$ cat src/rtl/imem_dmem_arbiter.sv
// Arbiter that time-shares one single-port unified memory between instruction fetch
// and the memory stage, with MEM priority bounded by a starvation counter for IF.
module imem_dmem_arbiter #(
  parameter int ADDR_W   = 32,
  parameter int DATA_W   = 32,
  parameter int MAX_WAIT = 4
) (
  input  logic              clk,
  input  logic              rst,
  input  logic              if_req,
  input  logic [ADDR_W-1:0] if_addr,
  output logic [DATA_W-1:0] if_rdata,
  output logic              if_ready,
  input  logic              mem_rd_req,
  input  logic              mem_wr_req,
  input  logic [ADDR_W-1:0] mem_addr,
  input  logic [DATA_W-1:0] mem_wdata,
  output logic [DATA_W-1:0] mem_rdata,
  output logic              mem_ready,
  output logic              ram_en,
  output logic              ram_we,
  output logic [ADDR_W-1:0] ram_addr,
  output logic [DATA_W-1:0] ram_wdata,
  input  logic [DATA_W-1:0] ram_rdata,
  input  logic              ram_done
);

  typedef enum logic [1:0] {
    IDLE      = 2'd0,
    SERVE_IF  = 2'd1,
    SERVE_MEM = 2'd2
  } state_t;

  localparam logic [3:0] MAX_WAIT_C = 4'(MAX_WAIT);

  state_t     state, state_next;
  logic [3:0] starve_cnt, starve_next;
  logic       if_eff, mem_eff;
  logic       grant_if, grant_mem;
  logic       done_if, done_mem;

  always_ff @(posedge clk or posedge rst) begin
    if (rst) begin
      state      <= IDLE;
      starve_cnt <= 4'd0;
    end else begin
      state      <= state_next;
      starve_cnt <= starve_next;
    end
  end

  // A requester whose ready pulse is showing is still holding its old request, so mask it
  always_comb begin
    state_next  = state;
    starve_next = starve_cnt;
    grant_if    = 1'b0;
    grant_mem   = 1'b0;
    done_if     = 1'b0;
    done_mem    = 1'b0;
    if_eff      = if_req & ~if_ready;
    mem_eff     = (mem_rd_req | mem_wr_req) & ~mem_ready;
    case (state)
      IDLE: begin
        if (mem_eff && (!if_eff || (starve_cnt < MAX_WAIT_C))) begin
          grant_mem  = 1'b1;
          state_next = SERVE_MEM;
          if (if_eff) begin
            starve_next = starve_cnt + 4'd1;
          end
        end else if (if_eff) begin
          grant_if    = 1'b1;
          state_next  = SERVE_IF;
          starve_next = 4'd0;
        end
      end
      SERVE_IF: begin
        if (ram_done) begin
          done_if    = 1'b1;
          state_next = IDLE;
        end
      end
      SERVE_MEM: begin
        if (ram_done) begin
          done_mem   = 1'b1;
          state_next = IDLE;
        end
      end
      default: state_next = IDLE;
    endcase
  end

  // Memory-side request is latched at grant and held until completion
  always_ff @(posedge clk or posedge rst) begin
    if (rst) begin
      ram_we    <= 1'b0;
      ram_addr  <= '0;
      ram_wdata <= '0;
    end else begin
      if (grant_mem) begin
        ram_addr  <= mem_addr;
        ram_we    <= mem_wr_req;
        ram_wdata <= mem_wdata;
      end else if (grant_if) begin
        ram_addr <= if_addr;
        ram_we   <= 1'b0;
      end else if (done_if || done_mem) begin
        ram_we <= 1'b0;
      end
    end
  end

  always_ff @(posedge clk or posedge rst) begin
    if (rst) begin
      if_ready  <= 1'b0;
      mem_ready <= 1'b0;
      if_rdata  <= '0;
      mem_rdata <= '0;
    end else begin
      if_ready  <= done_if;
      mem_ready <= done_mem;
      if (done_if) begin
        if_rdata <= ram_rdata;
      end
      if (done_mem && !ram_we) begin
        mem_rdata <= ram_rdata;
      end
    end
  end

  assign ram_en = (state != IDLE);

endmodule
$ cat config.mk
export PLATFORM = sky130hd
export DESIGN_NAME = imem_dmem_arbiter
export DESIGN_NICKNAME = d
export VERILOG_FILES = /design/src/rtl/imem_dmem_arbiter.sv
export SDC_FILE = /design/constraint.sdc
export NUM_CORES = 1
export LEC_CHECK = 0
export ABC_AREA = 1
export BUFFER_PORTS_ARGS = -buffer_cell sky130_fd_sc_hd__buf_2
export CAP_MARGIN = 0
export CORE_ASPECT_RATIO = 0.7
export CORE_MARGIN = 2
export CORE_UTILIZATION = 45
export DETAILED_ROUTE_END_ITERATION = 8
export GPL_ROUTABILITY_DRIVEN = 1
export PLACE_DENSITY_LB_ADDON = 0.05
export SKIP_LAST_GASP = 1
export SYNTH_ARGS = -nofsm -noshare
export SYNTH_HDL_FRONTEND = slang
export SYNTH_SLANG_ARGS = --single-unit
$ cat constraint.sdc
create_clock -name clk -period 6.98 [get_ports clk]
set_input_delay 1.047 -clock clk [delete_from_list [all_inputs] [get_ports clk]]
set_output_delay 1.047 -clock clk [all_outputs]
set_load 0.05 [all_outputs]
Yosys cells after proc, flatten, opt, wreduce, memory -nomap -nowiden:

Index checks and enable logic that the tools add are counted.

* mux-type cells: 20
* equal/unequal tests: 4
* bitwise logic cells: 5
* add/sub/neg operators: 1
* reduce and logical (&&, ||, !) cells: 13
* order comparisons: 1

Operators with widths (count)
* $mux W32: 2
* $mux W4: 3
* $mux W1: 11
* $mux W2: 3
* $add A4 B1 Y4 const B: 1
* $lt A4 B3 Y1 const B: 1
* $pmux W2 S2: 1
* $reduce_and A2 Y1: 2
* $reduce_bool A2 Y1: 2
* $ne A3 B3 Y1 const B: 1
* $reduce_bool A3 Y1: 1
* $and A1 B1 Y1: 2
* $eq A2 B1 Y1 const B: 1
* $eq A2 B2 Y1 const B: 1
* $logic_and A1 B1 Y1: 2
* $logic_not A1 Y1: 2
* $logic_not A2 Y1: 1
* $logic_or A1 B1 Y1: 2
* $ne A2 B1 Y1 const B: 1
* $not A1 Y1: 2
* $reduce_or A2 Y1: 1
* $or A1 B1 Y1: 1

* word-level logic and storage cells: 53
* register bits after elaboration: 137

Logic depth before layout (Yosys ltp):

Gate-level depths: netlist of run 1.

* depth after elaboration: 9
* gate-level depth with buffers: 9
* gate-level depth less buffers: 8

Worst setup path after synthesis of run 1:

No wires, ideal clock.

* path kind: reg-to-output
* start point: register state[0]
* end point: output port ram_en
* buffers on the path: 0
* arrival time: 1004 ps
* cell stages (with the launch flop): 4
* required time: 5933 ps
* path slack: 4929 ps
* cell sequence: dfrtp_1 > inv_1 > ha_1 > inv_1

* longest elaborated chain between the ends: 1

Ends and longest elaborated chain
* start, declared: RTL line 36 `state_t state, state_next;`
* start signal, assigned: RTL line 47 `state <= state_next;`
* $reduce_bool A2 Y1: RTL line 130 `assign ram_en = (state != IDLE);`
* end, declared: RTL line 20 `output logic ram_en,`

No other way between the ends.

Worst setup path in the final report of run 1:

* start point: input port if_req
* end point: register ram_wdata[16]

* longest elaborated chain between the ends: 6

Ends and longest elaborated chain
* start, declared: RTL line 10 `input logic if_req,`
* $and A1 B1 Y1: RTL line 60 `if_eff = if_req & ~if_ready;`
* $logic_not A1 Y1: RTL line 64 `if (mem_eff && (!if_eff || (starve_cnt < MAX_WAIT_C))) begin`
* $logic_or A1 B1 Y1: RTL line 64
* $logic_and A1 B1 Y1: RTL line 64
* $mux W1: RTL line 64
* $mux W1: RTL line 62 `case (state)`
* end signal, assigned: RTL line 102 `ram_wdata <= mem_wdata;`
* end, declared: RTL line 23 `output logic [DATA_W-1:0] ram_wdata,`

No other way between the ends.
A chain may end at the register's enable or synchronous reset.

==> results of run 1 <==
[final timing paths]
kind,from,end,cells after the start
min,ram_addr[4]$_DFFE_PP0P_,ram_addr[4]$_DFFE_PP0P_,2
max reg2reg,starve_cnt[2]$_DFFE_PP0P_,ram_wdata[16]$_DFFE_PP0N_,7
max,if_req,ram_wdata[16]$_DFFE_PP0N_,8
min in group asynchronous,rst,mem_rdata[30]$_DFFE_PP0P_,2
min reg2reg,ram_addr[4]$_DFFE_PP0P_,ram_addr[4]$_DFFE_PP0P_,2
max in group asynchronous,rst,if_rdata[12]$_DFFE_PP0P_,3
[synthesized netlist by cell type, drive strengths merged]
| cell | n |
|---|---|
| o21ai | 67 |
| clkbuf | 9 |
| dfrtp | 137 |
| nand2 | 273 |
| ha | 4 |
| buf | 27 |
| nand3 | 36 |
| xor2 | 1 |
| o21bai | 1 |
| inv | 81 |
| nand4 | 3 |
| nor2 | 4 |
| nand3b | 32 |
| or2 | 1 |
[kinds of logic after synthesis]
group | Yosys count
simple gates | 349
flops | 137
buf+inv | 117
compound gates | 68
fa+ha+maj | 4
xor+xnor | 1
[flip-flops by register name, indices dropped and copies added (netlist names)]
register / count
state: 2
ram_addr: 32
ram_wdata: 32
if_ready: 1
if_rdata: 32
ram_we: 1
starve_cnt: 4
mem_rdata: 32
mem_ready: 1
[power by group through the flow]
stage	clock network, mW	registers (mW)	logic, mW
3_3_place_gp	0	1.37	2.45
3_5_place_dp	0	1.37	2.50
5_1_grt	0.958	1.42	2.66
4_1_cts	0.929	1.38	2.50
2_1_floorplan	0	2.61	0.690
6_report	0.903	1.38	2.48
[per-stage QoR]
| step | worst slack, ns | hold slack (ns) | power, mW | instance area [um2] |
|---|---|---|---|---|
| finish | 4.073 | 0.4730 | 4.761 | 7791 |
| global route | 3.786 | 0.5004 | 5.035 | 7789 |
| CTS | 4.063 | 0.4773 | 4.807 | 7789 |
| detailed placement | 3.635 | 0.4603 | 3.878 | 7186 |
| global placement | 3.731 | 0.4510 | 3.819 | 7186 |
| floorplan | 2.265 | 0.4361 | 3.295 | 5847 |
[worst max-delay path: stages]
cell     delay, ns
buf_2         0.10
inv_1         0.04
nor2_1        0.04
nand2_1       0.85
nand3_2       0.14
inv_1         0.78
nand2_1       0.14
nand2_1       0.11
[routing by layer]
metal	share of wire [%]	vias to the layer above	track usage, %
met4	0.89	0	6.527
li1	-	2588	-
met2	48	223	38.73
met1	43	2476	30.52
met5	0	-	0
met3	8.2	14	6.692
[layout make-up]
cell class              instances  share of cell area, %
repair buffers                267                  17.22
inverters                      81                  3.967
clock inverters                14                  2.232
multi-input cells             422                  24.44
clock buffers                  18                  5.508
flip-flops and latches        137                  44.00
well taps                     162                  2.602
diodes                          1                0.03212
==> impl_metrics.py, run 1 <==
metrics = {
    "status": {
        "outcome": "finished, final reports clean",
    },
    "worst_setup_path": {
        "crit_path_start_kind": "input pin",
        "r2r_slack_ns": 4.39,
        "cp.required_ns": 7.32,
        "critPathMaxFanout": 34,
        "worstPathArrival_ns": 3.25,
        "worstSetupEndpointType": "register",
        "critPathKind": "input pin to register",
    },
    "cts": {
        "hold_buffers": 0,
        "clk_pin_slew_ns": 0.06,
        "htreeDepth": 4,
        "postCtsSetupRepairBufs": 0,
        "max-clock-path-buffers": 2,
        "cts.sinks": 137,
        "root_buffer": "clkbuf_16",
        "insertion_delay_ns": 0.41,
        "cts_resized": 0,
        "cts_tree": "done",
        "cts_buffers": 17,
    },
    "drt": {
        "wl_per_cell_um": 14.51,
        "first_pass_iters": 4,
        "ant_nets": 0,
        "drtIter0Drc": 255,
        "routed-via-count": 5301,
        "routed_wl_um": 15990,
        "detail_route.vias_per_cell": 4.810,
        "drc": 0,
    },
    "synthesis": {
        "synth_area_leaders": "dfrtp_1 59%, nand2_1 17%, inv_1 5.1%",
        "seq_area_frac_synth_pct": 58.63,
        "synth_top_area_cell": "dfrtp_1",
        "syn-instance-count": 676,
        "synth-compound-area-share_pct": 5.863,
        "synth-seq-cells": 137,
        "netlist.area_leader.share_pct": 58.63,
        "synth-xor-area-share_pct": 0.1498,
        "synth.distinct_cells": 22,
        "synthSimpleGateAreaFrac_pct": 25.66,
        "synth_adder_area_share_pct": 0.8560,
        "syn-num-nets": 814,
        "synth_top_family_by_area": "simple AND/OR/NAND/NOR gates",
        "syn_area_um2": 5847,
        "syn_area_per_cell_um2": 8.649,
        "synth_mux_area_share_pct": 0,
        "ys_warn_count": 0,
    },
    "sta": {
        "slew_viol_final": 0,
        "period_needed_ns": 2.907,
        "fmax_ghz": 0.3440,
        "rsz0062_at_grt": "false",
        "slew_headroom_pct": 21.05,
        "fin_tns_setup_ns": 0,
        "max_slew.worst_pin.slew_ns": 1.181,
        "finClkSkew_ns": 0.01428,
        "hold_viol": 0,
        "post-route-period-util_pct": 41.65,
        "setup_viol": 0,
    },
    "floorplanning": {
        "die_h_um": 99.37,
        "core_um2": 12550,
        "die-area_um2": 13940,
        "boundaryPins": 266,
        "rows": 34,
        "die_w_um": 140.2,
        "start_util_pct": 46.59,
    },
    "final_layout": {
        "finalNonFillerCells": 1102,
        "post_route_cells_drive_above_1_share_pct": 32.48,
        "fill_cells": 1127,
        "finish.utilization_pct": 62.08,
        "register_area_um2": 3428,
        "layout.nets": 1064,
        "mostFrequentLayoutCell": "nand2_1",
        "multi_input_area_um2": 1904,
        "layout_common_cells": "271 x nand2_1, 265 x buf_2, 137 x dfrtp_1, 79 x inv_1, 45 x o21ai_0",
        "syn2layout_area_growth_pct": 33.25,
    },
    "global_route": {
        "track_usage_pct": 23.40,
        "antenna_found_initial": 0,
        "overflow": 0,
        "grt_first_pass_wirelength_um": 25680,
        "grt_pass1_vias": 5144,
        "grt_start_max_net_pins": 72,
    },
    "pwr": {
        "p_int_mw": 2.248,
        "switching_share_pct": 52.79,
        "p_sw_mw": 2.514,
        "vdd_ir_drop_max_uv": 334.6,
        "power_frac_clock_pct": 19.0,
        "power_density_nw_per_um2": 611.1,
        "pwr-share-seq_pct": 28.9,
        "combinationalPowerShare_pct": 52.1,
        "leakage_nw": 4.623,
    },
    "placement": {
        "dpl.hpwl_um": 11210,
        "dp_cells": 1069,
        "io_buffers": 265,
        "gp_congestion": 0.8406,
    },
    "worst_hold_path": {
        "hold_path.class": "register to register",
    },
    "flow_run": {
        "drv_cap": 0,
    },
}
Note: power is estimated with default switching activity, not from simulation.
==> run 2, diff against run 1 <==
- CORE_UTILIZATION: 45 -> 43
- clock period: 6.98 -> 2.4 ns (I/O delays scaled with it)
==> run 2 against run 1 <==
Cell count is 2.7% higher. Flip-flop and latch count stayed put. Setup slack worse by 3.7 ns. Sequential power grew to 2.9 times the previous value. Register-to-register slack worse by 4.0 ns. Sequential share of layout area is 1.1 points lower. Clock power grew to 3.2 times the previous value. Wire length is 2.0% lower.
==> impl_metrics.py, run 2 (synthesized netlist as in run 1, its figures left out) <==
metrics = {
    "drt": {
        "wl_per_cell_um": 13.84,
        "detail_route.vias_per_cell": 4.592,
        "drc": 0,
        "ant_nets": 0,
        "routed_wl_um": 15660,
        "routed-via-count": 5198,
        "drtIter0Drc": 232,
        "first_pass_iters": 4,
    },
    "sta": {
        "hold_viol": 0,
        "fmax_ghz": 0.4951,
        "max_slew.worst_pin.slew_ns": 1.101,
        "setup_viol": 0,
        "finClkSkew_ns": 0.01418,
        "post-route-period-util_pct": 84.16,
        "slew_headroom_pct": 26.63,
        "rsz0062_at_grt": "false",
        "slew_viol_final": 0,
        "period_needed_ns": 2.020,
        "fin_tns_setup_ns": 0,
    },
    "worst_setup_path": {
        "r2r_cells": 5,
        "r2r_start": "state[0]$_DFFE_PP0P_",
        "critPathMaxFanout": 64,
        "cp.required_ns": 2.63,
        "worstSetupEndpointType": "register",
        "critPathKind": "register to register",
        "crit_path_start": "state[0]$_DFFE_PP0P_",
        "crit_path_start_kind": "register",
        "worstPathArrival_ns": 2.25,
    },
    "final_layout": {
        "layout_common_cells": "271 x nand2_1, 265 x buf_2, 137 x dfrtp_1, 79 x inv_1, 45 x o21ai_0",
        "syn2layout_area_growth_pct": 36.64,
        "layout.nets": 1073,
        "post_route_cells_drive_above_1_share_pct": 33.05,
        "fill_cells": 1214,
        "multi_input_area_um2": 1904,
        "mostFrequentLayoutCell": "nand2_1",
        "finalNonFillerCells": 1132,
        "diodes": 0,
        "register_area_um2": 3428,
    },
    "global_route": {
        "track_usage_pct": 21.88,
        "grt_first_pass_wirelength_um": 24760,
        "grt_start_max_net_pins": 65,
        "overflow": 0,
        "antenna_found_initial": 1,
        "grt_pass1_vias": 4998,
    },
    "placement": {
        "dpl.hpwl_um": 11030,
        "io_buffers": 265,
        "gp_congestion": 0.8332,
        "dp_cells": 1100,
    },
    "cts": {
        "cts_tree": "done",
        "cts.sinks": 137,
        "postCtsSetupRepairBufs": 0,
        "max-clock-path-buffers": 2,
        "insertion_delay_ns": 0.41,
        "clk_pin_slew_ns": 0.06,
        "htreeDepth": 4,
        "cts_buffers": 17,
        "root_buffer": "clkbuf_16",
    },
    "floorplanning": {
        "die_w_um": 143.4,
        "start_util_pct": 44.21,
        "boundaryPins": 266,
        "die_h_um": 101.6,
        "core_um2": 13230,
        "rows": 35,
        "die-area_um2": 14560,
    },
    "pwr": {
        "vdd_ir_drop_max_uv": 971.1,
        "design_power_total_mw": 14.12,
        "power_density_nw_per_um2": 1767,
        "leakage_nw": 4.706,
    },
    "worst_hold_path": {
        "hold_path_depth": 3,
        "hold_path.class": "input pin to register",
        "hp-start": "mem_wdata[26]",
    },
    "status": {
        "outcome": "finished, final reports clean",
    },
    "flow_run": {
        "drv_cap": 0,
    },
}
run 2: final cells by class:
cell class,instances,area share (%)
clock buffers,18,5.497
clock inverters,13,2.709
inverters,81,3.853
multi-input cells,422,23.84
flip-flops and latches,137,42.91
well taps,185,2.897
repair buffers,276,18.29
run 2: through the flow:
| step | instance area, um2 | setup WS, ns | hold slack [ns] | util, % |
|---|---|---|---|---|
| floorplan | 5851 | 0.3329 | 0.4361 | - |
| global placement | 7323 | 0.5601 | 0.3199 | 55.37 |
| detailed placement | 7323 | 0.4332 | 0.3256 | 55.37 |
| CTS | 7989 | 0.3545 | 0.1171 | 60.41 |
| global route | 7989 | 0.1761 | 0.1296 | 60.41 |
| finish | 7989 | 0.3803 | 0.1347 | 60.41 |
run 2: path summary, 6_finish.rpt:
| path | end | slack (ns) |
|---|---|---|
| worst max-delay path | mem_rdata[7]$_DFFE_PP0P_ | 0.38 |
| worst min-delay path | ram_wdata[26]$_DFFE_PP0N_ | 0.13 |
| worst max register to register | mem_rdata[7]$_DFFE_PP0P_ | 0.38 |
| worst min register to register | ram_wdata[31]$_DFFE_PP0N_ | 0.47 |
| max in group asynchronous | starve_cnt[1]$_DFFE_PP0P_ | 1.42 |
| min in group asynchronous | ram_wdata[16]$_DFFE_PP0N_ | 0.44 |
run 2: what timing repair did:
item,in CTS,in global routing
setup endpoints to repair,0,0
hold endpoints to repair,6,0
resized for setup,0,0
hold buffers,1,0
run 2: per-layer routing:
layer  track usage [%]  share of wire, %
met2             34.51                48
met1             28.80                43
met4             7.617               1.1
met3             7.045               7.9
met5                 0              0.10
run 2: power by group:
part | total (mW) | internal, mW | leakage (nW) | switching (mW)
clock network | 2.89 | 1.88 | 0.310 | 1.01
registers | 3.97 | 3.39 | 1.71 | 0.579
logic | 7.26 | 1.55 | 2.69 | 5.71
run 2: critical path, cell delays in order (launching register included):
cell	delay, ns
dfrtp_1	0.37
inv_1	0.07
ha_1	0.19
nand2_1	0.10
or2_2	0.84
o21ai_0	0.24
